==> src/rtl/fmt_pkg.sv <==
// Shared types and constants for the formater packet receiver: FSM state encoding,
// channel id type, legal packet lengths and the counter width.
package fmt_pkg;

  localparam int FMT_MAX_LEN = 32;
  localparam int FMT_CNT_W   = 6;

  localparam logic [31:0] LEN_4  = 32'd4;
  localparam logic [31:0] LEN_8  = 32'd8;
  localparam logic [31:0] LEN_16 = 32'd16;
  localparam logic [31:0] LEN_32 = 32'd32;

  typedef logic [1:0] fmt_chid_t;

  typedef enum logic [2:0] {
    ST_IDLE,
    ST_GRANT,
    ST_WAIT_START,
    ST_RECV,
    ST_DRAIN
  } fmt_state_e;

  function automatic logic fmt_len_legal(input logic [31:0] len);
    return (len == LEN_4) || (len == LEN_8) || (len == LEN_16) || (len == LEN_32);
  endfunction

endpackage

==> src/rtl/fmt_rx_buf.sv <==
// Single packet buffer: DEPTH x DW register array with one synchronous write port
// and one combinational read port.
module fmt_rx_buf #(
  parameter int DEPTH = 32,
  parameter int DW    = 8,
  parameter int AW    = $clog2(DEPTH)
) (
  input  logic          clk_i,
  input  logic          we_i,
  input  logic [AW-1:0] waddr_i,
  input  logic [DW-1:0] wdata_i,
  input  logic [AW-1:0] raddr_i,
  output logic [DW-1:0] rdata_o
);

  logic [DW-1:0] mem_q [DEPTH];

  // NOTE: the array has no reset; the FSM never reads a slot it has not written.
  always_ff @(posedge clk_i) begin
    if (we_i) mem_q[waddr_i] <= wdata_i;
  end

  assign rdata_o = mem_q[raddr_i];

endmodule

==> src/rtl/fmt_pkt_receiver.sv <==
// Formater-bus packet receiver: grants a pending packet, buffers it, checks its length
// and replays it on a valid/ready stream. Optional macro FMT_RX_ERR_CNT_EN adds err_cnt_o.
module fmt_pkt_receiver
  import fmt_pkg::*;
#(
  parameter int MAX_LEN   = FMT_MAX_LEN,
  parameter int DW        = 8,
  parameter int START_TMO = 16
) (
  input  logic          clk_i,
  input  logic          rst_i,
  input  logic          fmt_req_i,
  output logic          fmt_grant_o,
  input  logic [1:0]    fmt_chid_i,
  input  logic [31:0]   fmt_length_i,
  input  logic          fmt_start_i,
  input  logic          fmt_vld_i,
  input  logic [DW-1:0] fmt_data_i,
  input  logic          fmt_end_i,
  output logic          rx_vld_o,
  input  logic          rx_rdy_i,
  output logic [DW-1:0] rx_data_o,
  output logic [1:0]    rx_chid_o,
  output logic          rx_sop_o,
  output logic          rx_eop_o,
  output logic          rx_err_o,
  output logic          busy_o
`ifdef FMT_RX_ERR_CNT_EN
  ,
  output logic [15:0]   err_cnt_o
`endif
);

  localparam int AW    = $clog2(MAX_LEN);
  localparam int TMO_W = $clog2(START_TMO + 1);
  localparam logic [FMT_CNT_W-1:0] MAX_CNT  = FMT_CNT_W'(MAX_LEN);
  localparam logic [TMO_W-1:0]     TMO_LAST = TMO_W'(START_TMO - 1);

  fmt_state_e           state_q, state_d;
  fmt_chid_t            chid_q, chid_d;
  logic [31:0]          len_q, len_d;
  logic [FMT_CNT_W-1:0] wr_cnt_q, wr_cnt_d;
  logic [FMT_CNT_W-1:0] rd_cnt_q, rd_cnt_d;
  logic                 err_q, err_d;
  logic [TMO_W-1:0]     tmo_q, tmo_d;

  logic                 buf_we;
  logic [AW-1:0]        buf_waddr;
  logic [DW-1:0]        buf_rdata;
  logic [FMT_CNT_W-1:0] wr_next;
  logic                 drain_last;
  logic                 eop_xfer;
  logic                 tmo_hit;

  assign drain_last = (rd_cnt_q == wr_cnt_q - 1'b1);

  fmt_rx_buf #(
    .DEPTH (MAX_LEN),
    .DW    (DW),
    .AW    (AW)
  ) u_buf (
    .clk_i   (clk_i),
    .we_i    (buf_we),
    .waddr_i (buf_waddr),
    .wdata_i (fmt_data_i),
    .raddr_i (rd_cnt_q[AW-1:0]),
    .rdata_o (buf_rdata)
  );

  // NOTE: every signal written here gets a default first so no latch is inferred.
  always_comb begin
    state_d     = state_q;
    chid_d      = chid_q;
    len_d       = len_q;
    wr_cnt_d    = wr_cnt_q;
    rd_cnt_d    = rd_cnt_q;
    err_d       = err_q;
    tmo_d       = tmo_q;
    buf_we      = 1'b0;
    buf_waddr   = wr_cnt_q[AW-1:0];
    wr_next     = wr_cnt_q;
    eop_xfer    = 1'b0;
    tmo_hit     = 1'b0;
    fmt_grant_o = 1'b0;
    rx_vld_o    = 1'b0;
    rx_data_o   = '0;
    rx_sop_o    = 1'b0;
    rx_eop_o    = 1'b0;
    rx_err_o    = 1'b0;
    busy_o      = (state_q != ST_IDLE);
    rx_chid_o   = chid_q;

    unique case (state_q)
      ST_IDLE: begin
        if (fmt_req_i) state_d = ST_GRANT;
      end

      ST_GRANT: begin
        fmt_grant_o = 1'b1;
        tmo_d       = '0;
        err_d       = 1'b0;
        wr_cnt_d    = '0;
        rd_cnt_d    = '0;
        state_d     = ST_WAIT_START;
      end

      ST_WAIT_START: begin
        if (fmt_start_i && fmt_vld_i) begin
          chid_d    = fmt_chid_i;
          len_d     = fmt_length_i;
          buf_we    = 1'b1;
          buf_waddr = '0;
          wr_cnt_d  = FMT_CNT_W'(1);
          err_d     = !fmt_len_legal(fmt_length_i);
          if (fmt_end_i) begin
            err_d   = err_d || (fmt_length_i != 32'd1);
            state_d = ST_DRAIN;
          end else begin
            state_d = ST_RECV;
          end
        end else if (tmo_q == TMO_LAST) begin
          tmo_hit = 1'b1;
          state_d = ST_IDLE;
        end else begin
          tmo_d = tmo_q + 1'b1;
        end
      end

      ST_RECV: begin
        if (fmt_vld_i) begin
          // Beats beyond the buffer are dropped; a repeated start is treated as data.
          if (wr_cnt_q < MAX_CNT) begin
            buf_we  = 1'b1;
            wr_next = wr_cnt_q + 1'b1;
          end else begin
            err_d = 1'b1;
          end
          if (fmt_start_i) err_d = 1'b1;
          wr_cnt_d = wr_next;
          if (fmt_end_i) begin
            if ({{(32-FMT_CNT_W){1'b0}}, wr_next} != len_q) err_d = 1'b1;
            state_d = ST_DRAIN;
          end
        end
      end

      ST_DRAIN: begin
        rx_vld_o  = 1'b1;
        rx_data_o = buf_rdata;
        rx_sop_o  = (rd_cnt_q == '0);
        rx_eop_o  = drain_last;
        rx_err_o  = drain_last && err_q;
        if (rx_rdy_i) begin
          if (drain_last) begin
            eop_xfer = 1'b1;
            state_d  = ST_IDLE;
          end else begin
            rd_cnt_d = rd_cnt_q + 1'b1;
          end
        end
      end

      default: state_d = ST_IDLE;
    endcase
  end

  // NOTE: sequential state uses non-blocking assignments only.
  always_ff @(posedge clk_i) begin
    if (rst_i) begin
      state_q  <= ST_IDLE;
      chid_q   <= '0;
      len_q    <= '0;
      wr_cnt_q <= '0;
      rd_cnt_q <= '0;
      err_q    <= 1'b0;
      tmo_q    <= '0;
    end else begin
      state_q  <= state_d;
      chid_q   <= chid_d;
      len_q    <= len_d;
      wr_cnt_q <= wr_cnt_d;
      rd_cnt_q <= rd_cnt_d;
      err_q    <= err_d;
      tmo_q    <= tmo_d;
    end
  end

`ifdef FMT_RX_ERR_CNT_EN
  logic [15:0] err_cnt_q;

  // Counts errored packets and start timeouts, saturating at all-ones.
  always_ff @(posedge clk_i) begin
    if (rst_i) begin
      err_cnt_q <= '0;
    end else if (((eop_xfer && err_q) || tmo_hit) && (err_cnt_q != 16'hFFFF)) begin
      err_cnt_q <= err_cnt_q + 16'd1;
    end
  end

  assign err_cnt_o = err_cnt_q;
`endif

endmodule

==> config.mk <==
export PLATFORM = sky130hd
export DESIGN_NAME = fmt_pkt_receiver
export DESIGN_NICKNAME = d
export VERILOG_FILES = /design/src/rtl/fmt_pkg.sv /design/src/rtl/fmt_rx_buf.sv /design/src/rtl/fmt_pkt_receiver.sv
export SDC_FILE = /design/constraint.sdc
export NUM_CORES = 1
export LEC_CHECK = 0
export BUFFER_PORTS_ARGS = -buffer_cell sky130_fd_sc_hd__buf_4
export CAP_MARGIN = 20
export CORE_MARGIN = 3
export CORE_UTILIZATION = 40
export CTS_BUF_LIST = sky130_fd_sc_hd__clkbuf_8
export CTS_CLUSTER_SIZE = 8
export DETAILED_ROUTE_END_ITERATION = 8
export SLEW_MARGIN = 20
export SYNTH_ARGS = -nofsm -noshare
export SYNTH_HDL_FRONTEND = slang
export SYNTH_SLANG_ARGS = --single-unit
==> constraint.sdc <==
create_clock -name clk_i -period 6 [get_ports clk_i]
set_input_delay 0 -clock clk_i [delete_from_list [all_inputs] [get_ports clk_i]]
set_output_delay 0 -clock clk_i [all_outputs]
set_load 0.05 [all_outputs]
# [Yosys cells after proc, flatten, opt, wreduce, memory -nomap -nowiden]
# Memories as Yosys holds them, arrays and structs flattened. A register that Yosys moved wholly into a read port is not among the register bits.
# Cells that the tools add are included.
[classes] n_addsub=4 mul=0 div_mod_pow=0 order_cmp=1 eq_ne=22 shifts=0 muxes=45 bitwise=0 reduce_logical=18
[op_table] cell="$mux 6" count=7
[op_table] cell="$eq 32x3->1 const B" count=1
[op_table] cell="$eq 32x4->1 const B" count=1
[op_table] cell="$eq 32x5->1 const B" count=1
[op_table] cell="$eq 32x6->1 const B" count=1
[op_table] cell="$ne 32x1->1 const B" count=1
[op_table] cell="$ne 6x32->1" count=1
[op_table] cell="$mux 5" count=6
[op_table] cell="$mux 3" count=8
[op_table] cell="$ne 2x2->1 const B" count=9
[op_table] cell="$pmux 6 s3" count=1
[op_table] cell="$mux 1" count=17
[op_table] cell="$pmux 3 s5" count=1
[op_table] cell="$add 6x1->6 const B" count=2
[op_table] cell="$pmux 6 s2" count=1
[op_table] cell="$pmux 5 s2" count=1
[op_table] cell="$reduce_and 3->1" count=3
[op_table] cell="$mux 8" count=1
[op_table] cell="$eq 3x2->1 const B" count=2
[op_table] cell="$eq 6x6->1" count=1
[op_table] cell="$logic_not 6->1" count=1
[op_table] cell="$lt 6x6->1 const B" count=1
[op_table] cell="$reduce_and 6->1" count=1
[op_table] cell="$reduce_bool 3->1" count=2
[op_table] cell="14 further kinds" count=19
[totals] register_bits=55 latch_bits=0 ram_bits=256 mem_bits_ro=0 inputBits=49 out_inout_bits=16 wordCells=98 mem_count=1
[memory_table] memory="u_buf.mem_q" depth=32 width=8 rd=1 rd_clocked_by_memory_dff=1 write_ports=1 line="fmt_rx_buf.sv:16" rtl="logic [DW-1:0] mem_q [DEPTH];"

# [Depth between registers and ports, before layout]
# Gate-level depths: netlist of run 1.
[depth] word_depth=9 ltp_mapped=10 depth_no_buf=9

# [Modules after synthesis]
# A second synthesis of run 1 with hierarchy kept.
[hier_totals] hier_cells=798 area_unflattened_um2=12861.1
[by_module_without_submodules] mod="fmt_rx_buf" n_inst=1 cells_per_inst=410 area_per_inst_um2=9892.0 seq_area_each_um2=7687.4
[by_module_without_submodules] mod="fmt_pkt_receiver" n_inst=1 cells_per_inst=388 area_per_inst_um2=2969.1 seq_area_each_um2=1101.1

# [Worst setup path before layout of run 1]
# Ideal clock, no wire load.
[synth_timing] kind="register to output" startpoint="reg wr_cnt_q[0]" endpoint="out rx_err_o" arrival_ns=2.546 t_required_ns=6.000 setup_slack_ns=3.454 path_stages_with_launch=9 n_path_buf=1 path_cell_list="dfxtp_1 clkbuf_1 inv_1 ha_1 nor2b_1 or3_1 a31o_2 nor4_1 and3_1"
[synth_between] elab_chain_cells=4
[synth_rtl] item="start: declaration" line="fmt_pkt_receiver.sv:42" rtl="logic [FMT_CNT_W-1:0] wr_cnt_q, wr_cnt_d;"
[synth_rtl] item="start signal: assignment" line="fmt_pkt_receiver.sv:181" rtl="wr_cnt_q <= wr_cnt_d;"
[synth_rtl] item="$sub 6x1->6" line="fmt_pkt_receiver.sv:55" rtl="assign drain_last = (rd_cnt_q == wr_cnt_q - 1'b1);"
[synth_rtl] item="$eq 6x6->1" line="fmt_pkt_receiver.sv:55"
[synth_rtl] item="$logic_and 1x1->1" line="fmt_pkt_receiver.sv:152" rtl="rx_err_o = drain_last && err_q;"
[synth_rtl] item="$mux 1" line="fmt_pkt_receiver.sv:93" rtl="unique case (state_q)"
[synth_rtl] item="end: declaration" line="fmt_pkt_receiver.sv:26" rtl="output logic rx_err_o,"
# Every way passes these cells.

==> flow_summary.yaml, run 1 <==
run_status:
  outcome: "completed"
power:
  power.density_mw_per_mm2: 283
  vdd_ir_drop_max_mv: 0.152
  power.leakage_nw: 5.24
  total_power_mw: 4.44
  p_clk_share_pct: 37.3
  pwr-share-comb_pct: 8.1
  p_sw_mw: 1.06
  swShare_pct: 23.8
  pwr-share-seq_pct: 54.6
  p_int_mw: 3.39
yosys:
  synth_fp_nets: 872
  synthArstFlopShare_pct: 0
  synthCells: 817
  ys_seq_elements: 316
  synth-main-ff-cell: "edfxtp_1"
  synth.cell_area_sq_mm: 0.0132
  synth-edff-count: 256
  ys_types: 58
  yosys_warnings: 0
  avgSynthCellArea_sq_um: 16.2
  synth-seq-area-share_pct: 67.3
hold_path:
  hp-class: "input port to register"
  hold_depth: 7
  hp-start: "fmt_req_i"
  holdPathEnd: "state_q[1]"
critical_path:
  crit_type: "register to output pin"
  r2r_end: "state_q[2]"
  r2r_setup_slack_ns: 2.56
  required_ns: 6.00
  rr_worst_depth: 9
  arrival_ns: 3.50
  r2r_start: "wr_cnt_q[0]"
  critPathLaunchType: "register"
  crit_path_end_kind: "output pin"
  cp_max_fo: 33
placement:
  place_area_sq_mm: 0.0140
  dp_slack_ns: 2.87
  numPortBuffers: 64
  dp.cells: 1275
  place.gp.congestion: 0.773
  dpl.hpwl_um: 18800
route:
  vias: 7862
  drt-pass1-iter-count: 5
  drt_iter0_drc: 631
  wl_um: 30600
  vias_per_cell: 5.43
  routedWlPerCell_um: 21.1
  post-route-drc-count: 0
  ant_nets: 0
sta:
  slew_headroom_pct: 39.2
  setup_viol: 0
  hold_viol_final: 0
  fin_crit_sh_pct: 58.3
  final.setup.worst_slack_ns: 2.50
  finClkSkew_ns: 0.0167
  fin_crit_ns: 3.50
  fin_tns_setup_ns: 0
  rsz0062_at_grt: "no"
  worst_pin_slew_ns: 0.910
  hold-worst-slack_ns: 0.148
  slew_violations: 0
  max_clock_freq_ghz: 0.286
grt:
  grt_pass1_wl_um: 46900
  gr-usage-met2_pct: 25.6
  grt_max_degree: 51
  track_usage_pct: 17.2
  grt_overflow: 0
  grt_use_met3_pct: 3.53
  grt_use_met1_pct: 26.2
  grt_pass1_vias: 7876
  gr-max-usage-layer: "met1"
  antenna_found_initial: 0
clock_network:
  path_clk_slew_ns: 0.06
  cts_tree: "yes"
  cts-htree-levels: 2
  cts_buffers: 51
  clk_latency_ns: 0.57
  clockBufferDepth: 3
  clockRootBuffer: "clkbuf_8"
  cts_sinks: 316
floorplan:
  die_area_sq_mm: 0.0352
  core_sq_mm: 0.0320
  start_util_pct: 41.2
  die_w_um: 188
  fp.dieH_um: 188
  row_count: 65
  pin_count: 65
job:
  drv_cap: 0
cells_and_area:
  fin_nets: 1034
  layout_common_cells: "edfxtp_1, nand2_1, dlygate4sd3_1"
  final_area_sq_mm: 0.0157
  fillerInstances: 2724
  area.growth.synth_to_final_pct: 18.9
  drive_above_1_share_pct: 16.5
  stdcell_count: 1448
  num_antenna_cells: 0
  utilization_pct: 49.0
  final_common_cell: "edfxtp_1"
[kinds of logic (layout without fill, tap and decap cells)]
group	count (synthesis)	count (layout)	synth area share (%)
AOI/OAI and AO/OA	106	106	4.69
xor gates and xnor gates	15	15	0.994
adders and majority gates	6	6	0.568
buffers and inverters	58	254	2.72
DFF	316	316	67.3
muxes	82	82	15.4
and+or+nand+nor	234	234	8.38
[cell usage after synthesis (3+ instances only)]
master,n,area share (%)
a21oi_1,59,2.2
a22o_1,8,0.53
a31oi_1,3,0.14
and3_1,5,0.24
buf_6,10,0.85
clkbuf_1,25,0.71
clkbuf_8,5,0.52
dfxtp_1,60,9.1
edfxtp_1,256,58
ha_1,6,0.57
inv_1,12,0.34
mux4_1,55,11
mux4_2,25,4.3
nand2_1,91,2.6
nand2b_1,3,0.14
nand3_1,11,0.42
nand4_1,9,0.43
nor2_1,56,1.6
nor2b_1,6,0.28
nor3_1,12,0.45
nor3_2,3,0.23
nor4_1,15,0.71
o21ai_0,17,0.64
or3_1,6,0.28
or4_1,3,0.17
xnor2_1,8,0.53
xor2_1,7,0.46
[critical path, cell delays in order, from the launching register on]
cell	delay [ns]
dfxtp_4	0.70
buf_4	0.58
mux4_1	0.66
mux4_1	0.56
a22o_1	0.22
buf_4	0.19
[timing repair]
| action | 4_1_cts | 5_1_grt |
|---|---|---|
| hold endpoints to repair | 306 | 0 |
| setup buffers | 0 | 0 |
| endpoints found under the setup margin | 0 | 0 |
| hold buffers | 86 | 0 |
| resized for setup | 0 | 0 |
[cell type report]
cell class | count | area, sq um | area share [%]
Sequential cell | 316 | 8890 | 56.6
Clock inverter | 34 | 158 | 1.00
Timing Repair Buffer | 154 | 1370 | 8.73
Tap cell | 435 | 544 | 3.46
Inverter | 13 | 48.8 | 0.311
Multi-Input combinational cell | 443 | 3960 | 25.2
Clock buffer | 53 | 729 | 4.64
[power by group through the flow]
stage	logic, mW	registers [mW]	clock network [mW]
2_1_floorplan	0.216	2.45	0
3_3_place_gp	0.318	2.47	0
3_5_place_dp	0.318	2.47	0
4_1_cts	0.360	2.42	1.71
5_1_grt	0.395	2.43	1.81
6_report	0.361	2.42	1.66
[per-layer routing]
metal | share of wire [%] | vias up
met3 | 6.8 | 49
met2 | 45 | 298
met4 | 1.6 | 0
met5 | 0 | -
met1 | 47 | 3939
li1 | - | 3576
[worst max path at each step]
stage	start	to	cells after the start
2_1_floorplan	wr_cnt_q[0]	rx_err_o	8
3_3_place_gp	state_q[1]	u_buf.mem_q[10][4]	5
3_5_place_dp	state_q[1]	u_buf.mem_q[14][3]	5
4_1_cts	register	rx_data_o[3]	5
5_1_grt	register	rx_data_o[3]	5
6_report	register	rx_data_o[3]	5
[flip-flops by register name (all words and copies together) (netlist names), named ones only]
name / cells
wr_cnt_q: 6
state_q: 3
len_q: 32
tmo_q: 5
rx_chid_o: 2
err_q: 1
u_buf.mem_q: 256
rd_cnt_q: 6
Note: power is estimated with default switching activity, not from simulation.
==> run 2: changes to the inputs <==
Clock period 6 ns to 3.6 ns, I/O delays scaled along.
==> run 2 against run 1 <==
Net effect: clock-buffer cell count fell by 2; final area rose by 1.1%; combinational power rose by 67%; sequential share of layout area fell by 0.62 points; clock skew rose by 0.0033 ns; critical endpoint is now rx_err_o; largest cell class unchanged.
==> flow_summary.yaml, run 2 (synthesis results as in run 1) <==
sta:
  slew_violations: 0
  finClkSkew_ns: 0.0200
  setup_viol: 0
  fin_crit_sh_pct: 92.0
  rsz0062_at_grt: "no"
  fin_crit_ns: 3.31
  fin_tns_setup_ns: 0
  slew_headroom_pct: 37.3
  worst_pin_slew_ns: 0.937
  final.setup.worst_slack_ns: 0.287
  hold_viol_final: 0
  max_clock_freq_ghz: 0.302
floorplan:
  pin_count: 65
  die_area_sq_mm: 0.0352
  die_w_um: 188
  core_sq_mm: 0.0320
  fp.dieH_um: 188
  row_count: 65
  start_util_pct: 41.2
route:
  vias_per_cell: 5.38
  vias: 7897
  drt_iter0_drc: 592
  drt-pass1-iter-count: 5
  routedWlPerCell_um: 20.9
  ant_nets: 0
  wl_um: 30700
  post-route-drc-count: 0
cells_and_area:
  reg.largest.list: "u_buf.mem_q: 256 flops, len_q: 32 flops"
  area.growth.synth_to_final_pct: 20.2
  largest_reg_flops: 256
  fillerInstances: 2709
  num_antenna_cells: 0
  final_common_cell: "edfxtp_1"
  regMostFlops: "u_buf.mem_q"
  layout_common_cells: "edfxtp_1, buf_4, nand2_1"
  fin_nets: 1059
  drive_above_1_share_pct: 18.8
  utilization_pct: 49.6
critical_path:
  cp_max_fo: 14
  slowest_delay_ns: 0.62
  required_ns: 3.60
  critPathBufInv: 2
  r2r_end: "state_q[2]"
  slowest_stage: "dfxtp_1"
  crit_type: "register to output pin"
  r2r_start: "wr_cnt_q[0]"
  path_cells: "inv_1, ha_1, nor2b_1, or3_1, a31o_2, nor4_1, and3_1, buf_4"
  crit_path_end_kind: "output pin"
  crit_start: "wr_cnt_q[0]"
  critPathLaunchType: "register"
  arrival_ns: 3.31
  critPathTopFamily: "simple AND/OR/NAND/NOR gates"
  rr_worst_depth: 9
  r2r_setup_slack_ns: 0.30
power:
  power.density_mw_per_mm2: 463
  pwr-share-seq_pct: 54.9
  p_clk_share_pct: 36.9
  swShare_pct: 23.8
  power.leakage_nw: 5.35
  vdd_ir_drop_max_mv: 0.301
  pwr-share-comb_pct: 8.2
  p_sw_mw: 1.75
  p_int_mw: 5.60
clock_network:
  postCtsSetupBuffers: 0
  cts_buffers: 50
  clockRootBuffer: "clkbuf_8"
  clockBufferDepth: 3
  post_cts_resized: 0
  cts_tree: "yes"
  cts-htree-levels: 2
  cts_sinks: 316
  hold_buffers: 84
  clk_latency_ns: 0.57
  path_clk_slew_ns: 0.06
hold_path:
  hp-start: "fmt_req_i"
  hp-class: "input port to register"
  hold_depth: 7
  holdPathEnd: "state_q[1]"
grt:
  grt_max_degree: 51
  antenna_found_initial: 0
  track_usage_pct: 17.5
  grt_overflow: 0
  grt_pass1_wl_um: 47800
  grt_pass1_vias: 7957
placement:
  place.gp.congestion: 0.781
  dp_slack_ns: 0.888
  dpl.hpwl_um: 18900
  numPortBuffers: 64
run_status:
  outcome: "completed"
job:
  drv_cap: 0
## run 2: metal layers
| layer | vias up | share of wire (%) | GRT usage [%] |
|---|---|---|---|
| met5 | - | 0 | 0 |
| met4 | 0 | 1.5 | 4.59 |
| met3 | 38 | 6.7 | 3.50 |
| met2 | 278 | 46 | 27.0 |
| met1 | 3947 | 45 | 25.5 |
| li1 | 3634 | - | - |
## run 2: how the worst max path moves through the flow
stage / endpoint / depth (start not counted)
floorplan: rx_err_o / 8
global placement: u_buf.mem_q[4][6] / 6
detailed placement: u_buf.mem_q[4][7] / 6
CTS: rx_err_o / 8
global route: rx_err_o / 8
finish: rx_err_o / 8
## run 2: area by class of cell
| class | instances | area [sq um] | share of cell area [%] |
|---|---|---|---|
| clock buffers | 51 | 702 | 4.42 |
| clock inverters | 31 | 156 | 0.985 |
| multi-input cells | 443 | 3960 | 25.0 |
| flip-flops and latches | 316 | 8890 | 56.0 |
| well taps | 435 | 544 | 3.43 |
| repair buffers | 180 | 1570 | 9.91 |
| inverters | 13 | 48.8 | 0.307 |
## run 2: per-stage QoR
step           power [mW]  hold slack [ns]  area, sq um  cells
4_1_cts              7.42           0.0934        15900   1469
6_report             7.35            0.149        15900   1469
3_3_place_gp         4.64            0.254        14200   1303
3_5_place_dp         4.64            0.265        14200   1303
5_1_grt              7.66            0.198        15900   1469
2_1_floorplan        4.44           0.0989        13200    817
## run 2: worst min-delay path, cell delays in order
cell and delay, ns:
buf_4 0.08, nor2_1 0.03, a21oi_1 0.12, o21a_1 0.15
nor2_1 0.07, a2bb2oi_1 0.17, nor2_1 0.05
## run 2: power by group through the flow
stage / combinational [mW] / clock [mW] / sequential, mW
detailed placement: 0.532 / 0 / 4.11
global route: 0.662 / 2.96 / 4.04
floorplan: 0.360 / 0 / 4.08
global placement: 0.530 / 0 / 4.11
CTS: 0.600 / 2.79 / 4.04
finish: 0.603 / 2.71 / 4.04
==> run 3: changes to the inputs <==
Settings changed: CORE_UTILIZATION 40 to 36.
==> run 3 against run 2 <==
Net effect: total power rose by 1.3%; cell count grew 2.0%; final area up 0.49%; utilization fell by 5.0 points.
==> flow_summary.yaml, run 3 (synthesis results as in run 1) <==
placement:
  numPortBuffers: 64
  place.gp.congestion: 0.816
  dpl.hpwl_um: 19300
  place_area_sq_mm: 0.0142
  dp.cells: 1323
  dp_slack_ns: 0.537
floorplan:
  pin_count: 65
  die_area_sq_mm: 0.0390
  die_w_um: 198
  fp.dieH_um: 198
  core_sq_mm: 0.0358
  start_util_pct: 36.9
  row_count: 69
clock_network:
  cts_tree: "yes"
  cts_sinks: 316
  clk_latency_ns: 0.59
  cts_buffers: 52
  clockRootBuffer: "clkbuf_8"
  cts-htree-levels: 2
  clockBufferDepth: 3
  path_clk_slew_ns: 0.05
grt:
  grt_overflow: 0
  grt_pass1_vias: 7960
  antenna_found_initial: 0
  grt_max_degree: 65
  track_usage_pct: 16.2
  grt_pass1_wl_um: 47900
route:
  routed-wl-met3_um: 1940
  vias: 7880
  wl_met2_um: 14700
  post-route-drc-count: 0
  wl_um: 31800
  ant_nets: 0
  vias_per_cell: 5.26
  routed.top_layer: "met4"
  drt_iter0_drc: 599
  wl_met1_um: 14500
  routedWlPerCell_um: 21.2
  drt-pass1-iter-count: 5
power:
  vdd_ir_drop_max_mv: 0.299
  power.leakage_nw: 5.38
  power.density_mw_per_mm2: 467
  total_power_mw: 7.45
sta:
  hold-worst-slack_ns: 0.160
  fin_crit_sh_pct: 92.0
  worst_pin_slew_ns: 0.867
  hold_viol_final: 0
  slew_violations: 0
  fin_crit_ns: 3.31
  max_clock_freq_ghz: 0.302
  slew_headroom_pct: 42.0
  fin_tns_setup_ns: 0
  final.setup.worst_slack_ns: 0.286
  finClkSkew_ns: 0.0337
  rsz0062_at_grt: "no"
  setup_viol: 0
cells_and_area:
  area.growth.synth_to_final_pct: 20.8
  num_antenna_cells: 0
  regMostFlops: "u_buf.mem_q"
  final_area_sq_mm: 0.0160
  utilization_pct: 44.5
  final_common_cell: "edfxtp_1"
  layout_common_cells: "edfxtp_1, nand2_1, buf_4"
  reg.largest.list: "u_buf.mem_q: 256 flops, len_q: 32 flops"
  stdcell_count: 1498
  largest_reg_flops: 256
  drive_above_1_share_pct: 18.7
  fin_nets: 1057
hold_path:
  hold_depth: 7
  hp-class: "input port to register"
critical_path:
  crit_path_end_kind: "output pin"
  rr_worst_depth: 9
  arrival_ns: 3.31
  critPathLaunchType: "register"
  crit_type: "register to output pin"
  required_ns: 3.60
  cp_max_fo: 14
run_status:
  outcome: "completed"
job:
  drv_cap: 0
## run 3: cell count changes in the layout (fill, tap and decap cells not counted), sizes merged
| cell | change |
|---|---|
| clkbuf | +6 |
| bufinv | -1 |
| dlygate4sd3 | +2 |
| inv | +2 |
| buf | -6 |
## run 3: layout make-up
type / instances / area (sq um)
Clock buffer: 57 / 785
Clock inverter: 32 / 131
Fill cell: 3137 / 19900
Inverter: 13 / 48.8
Multi-Input combinational cell: 443 / 3960
Sequential cell: 316 / 8890
Tap cell: 461 / 577
Timing Repair Buffer: 176 / 1560
## run 3: timing repair
| item | in CTS | in global routing |
|---|---|---|
| buffers inserted | 0 | 0 |
| endpoints found under the hold margin | 306 | 0 |
| resized for setup | 0 | 0 |
| hold buffers | 86 | 0 |
## run 3: layer usage
metal | up-vias | GRT usage [%]
met3 | 48 | 3.26
met2 | 268 | 25.8
met1 | 3952 | 23.2
met5 | - | 0
met4 | 0 | 4.17
li1 | 3612 | -
## run 3: critical path, stage by stage (launching register included)
cell	delay, ns
dfxtp_1	0.63
inv_1	0.12
ha_1	0.26
nor2b_1	0.14
or3_1	0.36
a31o_2	0.25
nor4_1	0.55
and3_1	0.24
buf_4	0.20
## run 3: power breakdown
group          leakage (nW)  switching, mW  internal, mW
combinational          2.04          0.361         0.251
sequential             2.79         0.0589          3.98
clock                 0.550           1.36          1.44
total                  5.38           1.78          5.67
## run 3: path summary, 6_finish.rpt
check          endpoint  slack (ns)         from
max            rx_err_o        0.29  wr_cnt_q[0]
min          state_q[1]        0.16    fmt_req_i
max reg2reg  state_q[2]        0.30  wr_cnt_q[0]
min reg2reg    tmo_q[3]        0.51     tmo_q[3]
